`src/rtl/pipe_reg_de.sv`:
```
// Decode-to-execute pipeline register with a load-use interlock, global hold and branch flush.
// Optional macro LOAD_USE_PERF_EN adds a saturating count of load-use bubbles (o_bubble_cnt).
module pipe_reg_de #(
    parameter int unsigned PC_W   = 32,
    parameter int unsigned DATA_W = 32,
    parameter int unsigned CTRL_W = 16
) (
    input  logic              i_clk,
    input  logic              i_rst_n,
    input  logic              i_hold,
    input  logic              i_flush_E,
    input  logic              i_valid_D,
    input  logic [PC_W-1:0]   i_pc_D,
    input  logic [31:0]       i_instr_D,
    input  logic [DATA_W-1:0] i_rs1_data_D,
    input  logic [DATA_W-1:0] i_rs2_data_D,
    input  logic [DATA_W-1:0] i_imm_D,
    input  logic [4:0]        i_rs1_addr_D,
    input  logic [4:0]        i_rs2_addr_D,
    input  logic              i_rs1_used_D,
    input  logic              i_rs2_used_D,
    input  logic [4:0]        i_rd_addr_D,
    input  logic              i_rd_wren_D,
    input  logic              i_mem_rden_D,
    input  logic              i_mem_wren_D,
    input  logic [CTRL_W-1:0] i_ctrl_D,
    output logic              o_valid_E,
    output logic [PC_W-1:0]   o_pc_E,
    output logic [31:0]       o_instr_E,
    output logic [DATA_W-1:0] o_rs1_data_E,
    output logic [DATA_W-1:0] o_rs2_data_E,
    output logic [DATA_W-1:0] o_imm_E,
    output logic [4:0]        o_rs1_addr_E,
    output logic [4:0]        o_rs2_addr_E,
    output logic [4:0]        o_rd_addr_E,
    output logic              o_rd_wren_E,
    output logic              o_mem_rden_E,
    output logic              o_mem_wren_E,
    output logic [CTRL_W-1:0] o_ctrl_E,
    output logic              o_stall_FD,
`ifdef LOAD_USE_PERF_EN
    output logic [31:0]       o_bubble_cnt,
`endif
    output logic              o_bubble_E
);

    typedef struct packed {
        logic              valid;
        logic [PC_W-1:0]   pc;
        logic [31:0]       instr;
        logic [DATA_W-1:0] rs1_data;
        logic [DATA_W-1:0] rs2_data;
        logic [DATA_W-1:0] imm;
        logic [4:0]        rs1_addr;
        logic [4:0]        rs2_addr;
        logic [4:0]        rd_addr;
        logic              rd_wren;
        logic              mem_rden;
        logic              mem_wren;
        logic [CTRL_W-1:0] ctrl;
    } bundle_t;

    bundle_t d_bundle;
    bundle_t e_d, e_q;
    logic    bubble_d, bubble_q;
    logic    haz;

    // Side effects are gated by valid so a non-instruction can never write.
    always_comb begin
        d_bundle          = '0;
        d_bundle.valid    = i_valid_D;
        d_bundle.pc       = i_pc_D;
        d_bundle.instr    = i_instr_D;
        d_bundle.rs1_data = i_rs1_data_D;
        d_bundle.rs2_data = i_rs2_data_D;
        d_bundle.imm      = i_imm_D;
        d_bundle.rs1_addr = i_rs1_addr_D;
        d_bundle.rs2_addr = i_rs2_addr_D;
        d_bundle.rd_addr  = i_rd_addr_D;
        d_bundle.rd_wren  = i_rd_wren_D & i_valid_D;
        d_bundle.mem_rden = i_mem_rden_D & i_valid_D;
        d_bundle.mem_wren = i_mem_wren_D & i_valid_D;
        d_bundle.ctrl     = i_ctrl_D;
    end

    always_comb begin
        haz = e_q.valid && e_q.mem_rden && (e_q.rd_addr != 5'd0) && i_valid_D &&
              ((i_rs1_used_D && (i_rs1_addr_D == e_q.rd_addr)) ||
               (i_rs2_used_D && (i_rs2_addr_D == e_q.rd_addr)));
    end

    // A flush discards the consumer anyway, so there is nothing to hold back.
    assign o_stall_FD = haz & ~i_flush_E;

    always_comb begin
        e_d      = e_q;
        bubble_d = bubble_q;
        if (i_hold) begin
            e_d      = e_q;
            bubble_d = bubble_q;
        end else if (i_flush_E || haz) begin
            e_d      = '0;
            bubble_d = 1'b1;
        end else begin
            e_d      = d_bundle;
            bubble_d = 1'b0;
        end
    end

    always_ff @(posedge i_clk or negedge i_rst_n) begin
        if (!i_rst_n) begin
            e_q      <= '0;
            bubble_q <= 1'b0;
        end else begin
            e_q      <= e_d;
            bubble_q <= bubble_d;
        end
    end

`ifdef LOAD_USE_PERF_EN
    logic [31:0] cnt_d, cnt_q;

    always_comb begin
        cnt_d = cnt_q;
        if (haz && !i_hold && !i_flush_E && (cnt_q != 32'hFFFF_FFFF)) begin
            cnt_d = cnt_q + 32'd1;
        end
    end

    always_ff @(posedge i_clk or negedge i_rst_n) begin
        if (!i_rst_n) begin
            cnt_q <= 32'd0;
        end else begin
            cnt_q <= cnt_d;
        end
    end

    assign o_bubble_cnt = cnt_q;
`endif

    assign o_valid_E    = e_q.valid;
    assign o_pc_E       = e_q.pc;
    assign o_instr_E    = e_q.instr;
    assign o_rs1_data_E = e_q.rs1_data;
    assign o_rs2_data_E = e_q.rs2_data;
    assign o_imm_E      = e_q.imm;
    assign o_rs1_addr_E = e_q.rs1_addr;
    assign o_rs2_addr_E = e_q.rs2_addr;
    assign o_rd_addr_E  = e_q.rd_addr;
    assign o_rd_wren_E  = e_q.rd_wren;
    assign o_mem_rden_E = e_q.mem_rden;
    assign o_mem_wren_E = e_q.mem_wren;
    assign o_ctrl_E     = e_q.ctrl;
    assign o_bubble_E   = bubble_q;

endmodule

```
`config.mk`:
```
export PLATFORM = sky130hd
export DESIGN_NAME = pipe_reg_de
export DESIGN_NICKNAME = d
export VERILOG_FILES = /design/src/rtl/pipe_reg_de.sv
export SDC_FILE = /design/constraint.sdc
export NUM_CORES = 1
export LEC_CHECK = 0
export BUFFER_PORTS_ARGS = -buffer_cell sky130_fd_sc_hd__buf_2
export CAP_MARGIN = 30
export CORE_AREA = 2 2 157 159
export CTS_CLUSTER_SIZE = 12
export DETAILED_ROUTE_END_ITERATION = 8
export DIE_AREA = 0 0 159 161
export PLACE_DENSITY = 0.69
export SLEW_MARGIN = 20
export SYNTH_ARGS = -nofsm -noshare
export SYNTH_HDL_FRONTEND = slang
export SYNTH_SLANG_ARGS = --single-unit
```
`constraint.sdc`:
```
create_clock -name i_clk -period 1.8 [get_ports i_clk]
set_clock_uncertainty 0.15 [all_clocks]
set_input_delay 0.27 -clock i_clk [delete_from_list [all_inputs] [get_ports i_clk]]
set_output_delay 0.27 -clock i_clk [all_outputs]
set_load 0.02 [all_outputs]
```
==> impl_metrics.json, run 1 <==
{
  "gp_congestion": 0.833,
  "grt_overflow": 0,
  "grt_util_all_layers_pct": 29.3,
  "violations": "setup timing",
  "worstPathRequired_ns": 2.00,
  "vias_per_cell": 6.00,
  "io_buffers": 397,
  "yosys.area.top_type": "dfrtp_1",
  "die_h_um": 161,
  "dp_hpwl_um": 20700,
  "power_frac_comb_pct": 31.6,
  "drive_above_1_share_pct": 47.2,
  "max_stage_delay_ns": 0.55,
  "leakage_nw": 7.60,
  "timing_worst_setup_path_type": "flip-flop to flip-flop",
  "numCtsBuffers": 17,
  "netlist_area_um2": 8960,
  "die_w_um": 159,
  "status": "finished with violations",
  "path_cells": "or4_4 > o21ai_4 > buf_12 > buf_8 > buf_12 > buf_12 > clkbuf_16 > a32oi_1 > o21ai_1",
  "p_clk_share_pct": 28.7,
  "maxSlewViolCount": 0,
  "ys_warn_count": 0,
  "initial_core_util_pct": 37.4,
  "p_int_w": 0.00871,
  "rows": 57,
  "vias": 11411,
  "synth_cells": 913,
  "cts_root_buffer": "clkbuf_16",
  "htreeDepth": 4,
  "irDropWorstVdd_uv": 621,
  "cp-start-kind": "flip-flop",
  "p_per_area_nw_per_um2": 793,
  "cts_tree": "built",
  "whs_path_depth": 3,
  "antenna_found_initial": 1,
  "area_growth_syn_to_layout_pct": 90.1,
  "hold_slack_ns": 0.0698,
  "drt_iter0_markers": 1288,
  "cp_slowest_cell": "or4_4",
  "synth_area_leaders": "dfrtp_1 55%, a32oi_1 19%, nand2_1 8.2%",
  "firstDrtPassIters": 6,
  "ys_types": 23,
  "drt_wl_total_um": 44400,
  "pwr-share-seq_pct": 39.7,
  "insertion_delay_ns": 0.43,
  "finalSetupViolCount": 197,
  "diodes": 0,
  "clk_path_buf_depth": 2,
  "place_inst": 1598,
  "slew_headroom_pct": 36.3,
  "yosys.area.top_type_share_pct": 54.7,
  "rsz0062_at_grt": "yes",
  "cts_sinks": 196,
  "syn_nets": 1114,
  "hold_viol_final": 0,
  "postRouteAntennaNets": 0,
  "crit_top_cell": "buf_12",
  "p_sw_share_pct": 35.5,
  "core_um2": 24000,
  "syn_area_per_cell_um2": 9.82,
  "nets": 1765,
  "power_switching_w": 0.00480,
  "stdcell_count": 1901,
  "grt_pass1_vias": 10825,
  "worst_slew_pin_slew_ns": 0.956,
  "ys_ff_latch": 196,
  "wire_per_inst_um": 23.3,
  "grt_max_degree": 125,
  "grt_pass1_wl_um": 60500,
  "fin_crit_ns": 2.33,
  "fin_ws_ns": -0.530,
  "hp-class": "input pin to flip-flop",
  "reg2reg_depth": 9,
  "finalCritPeriodShare_pct": 129,
  "io_pins": 398,
  "ys_seq_area_share_pct": 54.7,
  "crit_path_end_kind": "flip-flop",
  "total_power_w": 0.0135,
  "critPathArrivalTime_ns": 2.53,
  "max_cap_violations": 0,
  "die_area_um2": 25600,
  "crit_fanout": 7,
  "max_freq_mhz": 429,
  "path_clk_slew_ns": 0.09,
  "drc": 0
}
worst max-delay path: cells and delay by family, from the launching register on:
kind | cells | cell delay [ns]
buffers and inverters | 5 | 0.65
AOI/OAI and AO/OA | 3 | 0.47
DFF | 1 | 0.42
and+or+nand+nor | 1 | 0.55
worst paths after layout:
path / end / from / slack, ns
setup / recovery: o_rs1_data_E[25] / o_rd_addr_E[4] / -0.53
hold / removal: o_rs1_addr_E[4] / i_rs1_addr_D[4] / 0.07
setup reg to reg: o_rs1_data_E[25] / o_rd_addr_E[4] / -0.53
hold reg to reg: o_pc_E[2] / o_pc_E[2] / 0.34
max in group asynchronous: o_rs1_addr_E[0] / i_rst_n / 0.66
min in group asynchronous: o_rs1_addr_E[2] / i_rst_n / 0.22
per-layer routing:
layer / vias to the layer above / global-route usage (%) / wire (µm)
li1: 4811 / - / -
met1: 5402 / 37.0 / 15600
met2: 968 / 47.7 / 21500
met3: 228 / 6.47 / 4430
met4: 2 / 14.9 / 2810
met5: - / 0 / 9
flip-flops by register name, summed over array words and instances, names as in the netlist:
signal	flops
o_valid_E	1
o_ctrl_E	16
o_rs2_addr_E	5
o_pc_E	32
o_mem_wren_E	1
o_instr_E	32
o_rs1_addr_E	5
o_rs2_data_E	32
o_imm_E	32
o_rd_addr_E	5
o_bubble_E	1
o_rd_wren_E	1
o_rs1_data_E	32
o_mem_rden_E	1
power groups by stage:
stage	sequential, W	clock (W)	combinational [W]
2_1_floorplan	0.00599	0	0.000865
3_3_place_gp	0.00532	0	0.00290
3_5_place_dp	0.00532	0	0.00296
4_1_cts	0.00525	0.00391	0.00367
5_1_grt	0.00540	0.00409	0.00446
6_report	0.00536	0.00388	0.00427
area by class of cell:
class	count	area (µm²)
multi-input cells	609	4610
well taps	324	405
clock buffers	18	439
repair buffers	739	6540
flip-flops and latches	196	4910
inverters	1	3.75
fillers	1454	6920
clock inverters	14	138
logic make-up (layout without fill, tap and decap cells):
logic type             count (synthesis)  in the layout  synth area share, %
AND/OR/NAND/NOR                      204            204                 8.71
buffers and inverters                108            772                 5.26
XOR/XNOR                              10             10                0.977
AO/OA/AOI/OAI                        395            395                 30.3
flip-flops                           196            196                 54.7
cells in the mapped netlist:
cell / number
a21oi_1: 1
a22o_1: 1
a22oi_1: 1
a32oi_1: 194
and2_0: 1
and3_1: 1
buf_1: 1
buf_2: 8
buf_4: 15
clkbuf_1: 83
dfrtp_1: 196
inv_1: 1
nand2_1: 197
nand4_1: 2
nor2_1: 1
nor3_1: 1
o21ai_0: 117
o21ai_1: 78
o21ai_2: 1
o22a_1: 1
o22ai_1: 1
or4_1: 1
xnor2_1: 10
layout by cell type (no fill, tap or decap), types with 2 or more instances in the layout:
cell type / count
a32oi_1: 107
a32oi_2: 87
buf_12: 55
buf_16: 16
buf_2: 394
buf_4: 28
buf_6: 23
buf_8: 11
clkbuf_16: 35
clkbuf_8: 2
clkinv_2: 2
clkinv_4: 2
clkinv_8: 2
dfrtp_1: 193
dfrtp_2: 3
dlygate4sd3_1: 193
inv_6: 5
inv_8: 3
nand2_1: 197
nand4_1: 2
o21ai_1: 131
o21ai_2: 60
o21ai_4: 5
xnor2_1: 4
xnor2_2: 6
stage by stage:
stage | setup TNS (ns) | util, % | setup WS, ns | area [µm²]
6_report | -67.94 | 71.1 | -0.530 | 17000
5_1_grt | -76.55 | 71.1 | -0.605 | 17000
4_1_cts | -73.20 | 65.5 | -0.488 | 15700
3_5_place_dp | -32.69 | 49.8 | -0.240 | 11900
3_3_place_gp | -25.09 | 49.8 | -0.178 | 11900
2_1_floorplan | -23.16 | - | -0.194 | 9010
timing repair:
| action | 4_1_cts | 5_1_grt |
|---|---|---|
| endpoints found under the setup margin | 197 | 197 |
| gates resized for setup | 102 | 256 |
| pin swaps | 12 | 208 |
| endpoints found under the hold margin | 230 | 0 |
| gates cloned | 22 | 18 |
| setup buffers | 33 | 20 |
| hold buffers | 193 | 0 |
(Power assumes the default switching activity.)
==> run 2, diff against run 1 <==
- ABC_AREA: not set -> 1
- CORE_AREA: 2 2 157 159 -> 2 2 154 156
- DIE_AREA: 0 0 159 161 -> 0 0 156 158
- PLACE_DENSITY: 0.69 -> 0.68
- SKIP_LAST_GASP: not set -> 1
==> run 2 against run 1 <==
- the flow still finishes with violations (setup timing)
- critical endpoint is now o_imm_E[28]
- global-route usage is 6.6 points lower
- area after synthesis is 6.2% lower
- final cell count is 4.4% lower
- worst setup slack better by 0.32 ns
- critical path depth is 1 higher
==> impl_metrics.json, run 2 <==
{
  "fin_util_pct": 60.8,
  "drive_above_1_share_pct": 41.2,
  "ys_warn_count": 0,
  "io_pins": 398,
  "cts_root_buffer": "clkbuf_16",
  "crit_path_end_kind": "flip-flop",
  "finalSetupViolCount": 196,
  "vias": 8866,
  "ys_types": 19,
  "grt_util_all_layers_pct": 22.7,
  "core_um2": 23100,
  "drt_wl_total_um": 31400,
  "synth_edf_count": 0,
  "postSynth.asyncResetShare_pct": 100,
  "irDropWorstVdd_uv": 450,
  "total_power_w": 0.0112,
  "syn_area_per_cell_um2": 9.20,
  "grt_pass1_wl_um": 44400,
  "fin_ws_ns": -0.207,
  "finalCritPeriodShare_pct": 112,
  "max_freq_mhz": 498,
  "synth_area_leaders": "dfrtp_1 58%, nand2_1 19%, o21ai_2 10%",
  "syn_nets": 1115,
  "hold_end": "o_mem_rden_E",
  "p_per_area_nw_per_um2": 800,
  "rrSetupSlack_ns": -0.21,
  "die_h_um": 158,
  "crit_fanout": 9,
  "max_cap_violations": 0,
  "cp-start-kind": "flip-flop",
  "wire_per_inst_um": 17.3,
  "place_inst": 1564,
  "hp-class": "input pin to flip-flop",
  "nets": 1716,
  "drc": 0,
  "area_growth_syn_to_layout_pct": 66.6,
  "reg2reg_depth": 10,
  "firstDrtPassIters": 5,
  "initial_core_util_pct": 36.5,
  "leakage_nw": 7.29,
  "rsz0062_at_grt": "yes",
  "whs_path_depth": 5,
  "timing_worst_setup_path_type": "flip-flop to flip-flop",
  "dp_hpwl_um": 17900,
  "worstPathRequired_ns": 2.00,
  "final_common_cell": "nand2_1",
  "grt_max_degree": 125,
  "diodes": 0,
  "drt_iter0_markers": 618,
  "gp_congestion": 0.825,
  "yosys.area.top_type_share_pct": 58.3,
  "maxSlewViolCount": 0,
  "slew_headroom_pct": 49.9,
  "status": "finished with violations",
  "worst_slew_pin_slew_ns": 0.751,
  "ys_seq_area_share_pct": 58.3,
  "cts_sinks": 196,
  "hold_start": "i_mem_rden_D",
  "die_area_um2": 24600,
  "rr_endpoint": "o_imm_E[28]",
  "vias_per_cell": 4.88,
  "io_buffers": 397,
  "r2r_start": "o_rd_addr_E[2]",
  "synth_most_common_cell": "nand2_1",
  "numCtsBuffers": 17,
  "insertion_delay_ns": 0.43,
  "pre_cts_slack_ns": 0.0223,
  "synth_common_cells": "422 x nand2_1, 196 x dfrtp_1, 100 x o21ai_2",
  "yosys.area.top_type": "dfrtp_1",
  "synthFlopType": "dfrtp_1",
  "ys_ff_latch": 196,
  "violations": "setup timing",
  "critPathArrivalTime_ns": 2.20,
  "synth_cells": 914,
  "most-common-layout-cells": "422 x nand2_1, 394 x buf_2, 196 x dfrtp_1",
  "htreeDepth": 4,
  "die_w_um": 156,
  "hold_viol_final": 0,
  "path_clk_slew_ns": 0.08,
  "antenna_found_initial": 0,
  "rows": 56,
  "netlist_area_um2": 8410,
  "grt_pass1_vias": 8638,
  "grt_overflow": 0,
  "clk_path_buf_depth": 2,
  "postRouteAntennaNets": 0,
  "stdcell_count": 1818,
  "cts_tree": "built",
  "fin_crit_ns": 2.01,
  "setup-tns-final_ns": -25.17
}
==> run 2: cell types whose count changed after synthesis, moves of 7 or more <==
| cell | change |
|---|---|
| a32oi_1 | -194 |
| nor2_1 | +11 |
| nand2_1 | +225 |
| o21ai_2 | +99 |
| o21ai_1 | -78 |
| o21ai_0 | -28 |
| xnor2_1 | -10 |
| inv_1 | +12 |
| clkbuf_1 | -37 |
| buf_8 | +7 |
| buf_4 | -15 |
==> run 2: worst max-delay path by stage <==
stage,startpoint,to,slack [ns],depth (start not counted)
floorplan,o_rd_addr_E[4],o_stall_FD,0.09,8
global placement,o_rd_addr_E[3],o_imm_E[23],0.06,10
detailed placement,o_rd_addr_E[0],o_imm_E[23],0.02,10
CTS,o_rd_addr_E[3],o_stall_FD,-0.25,9
global route,o_rd_addr_E[2],o_imm_E[28],-0.36,10
finish,o_rd_addr_E[2],o_imm_E[28],-0.21,10
==> run 2: area by class of cell <==
cell class                      count  area (µm²)
Multi-Input combinational cell    640        3280
Sequential cell                   196        4900
Inverter                           19        76.3
Clock buffer                       20         447
Timing Repair Buffer              641        4820
Clock inverter                     12         118
Fill cell                        1849        9040
Tap cell                          290         363
==> run 2: per-layer routing <==
metal | track usage [%] | vias up | routed length, µm | part of all wire (%)
met5 | 0 | - | 0 | 0
met4 | 11.1 | 0 | 1220 | 3.9
met3 | 6.35 | 97 | 2130 | 6.8
met2 | 38.1 | 405 | 15500 | 49
met1 | 27.1 | 4241 | 12600 | 40
li1 | - | 4123 | - | -
==> run 2: kinds of logic after synthesis <==
logic type             count (synthesis)  synth area share [%]
and+or+nand+nor                      447                  20.5
AOI/OAI and AO/OA                    189                  15.7
buffers and inverters                 82                  5.43
DFF                                  196                  58.3
==> run 2: power breakdown <==
group / leakage, nW / internal [W] / switching, W
Clock: 0.270 / 0.00187 / 0.00185
Sequential: 2.55 / 0.00474 / 0.000198
Combinational: 4.46 / 0.00109 / 0.00146
Total: 7.29 / 0.00770 / 0.00351
==> run 2: repair_timing <==
item                                    4_1_cts  5_1_grt
cloned                                        0       23
setup buffers                                 2        4
endpoints found under the setup margin        1      192
hold buffers                                190        3
hold endpoints to repair                    387        3
pin swaps                                     2        3
gates resized for setup                       4      107
==> run 2: critical path: stages (launching register included) <==
cell and delay (ns):
dfrtp_1 0.43, nor2_1 0.14, nand4_1 0.14, nand4_1 0.12, inv_2 0.05, nand2_4 0.07, buf_4 0.12, buf_12 0.16
nand2_8 0.15, buf_16 0.24, o21ai_0 0.16
==> run 2: through the flow <==
step | hold slack (ns) | area (µm²)
after floorplan | -0.176 | 8410
after global placement | 0.0167 | 10700
after detailed placement | 0.0159 | 10700
after CTS | 0.00306 | 13200
after global routing | 0.0255 | 14000
final | 0.0296 | 14000
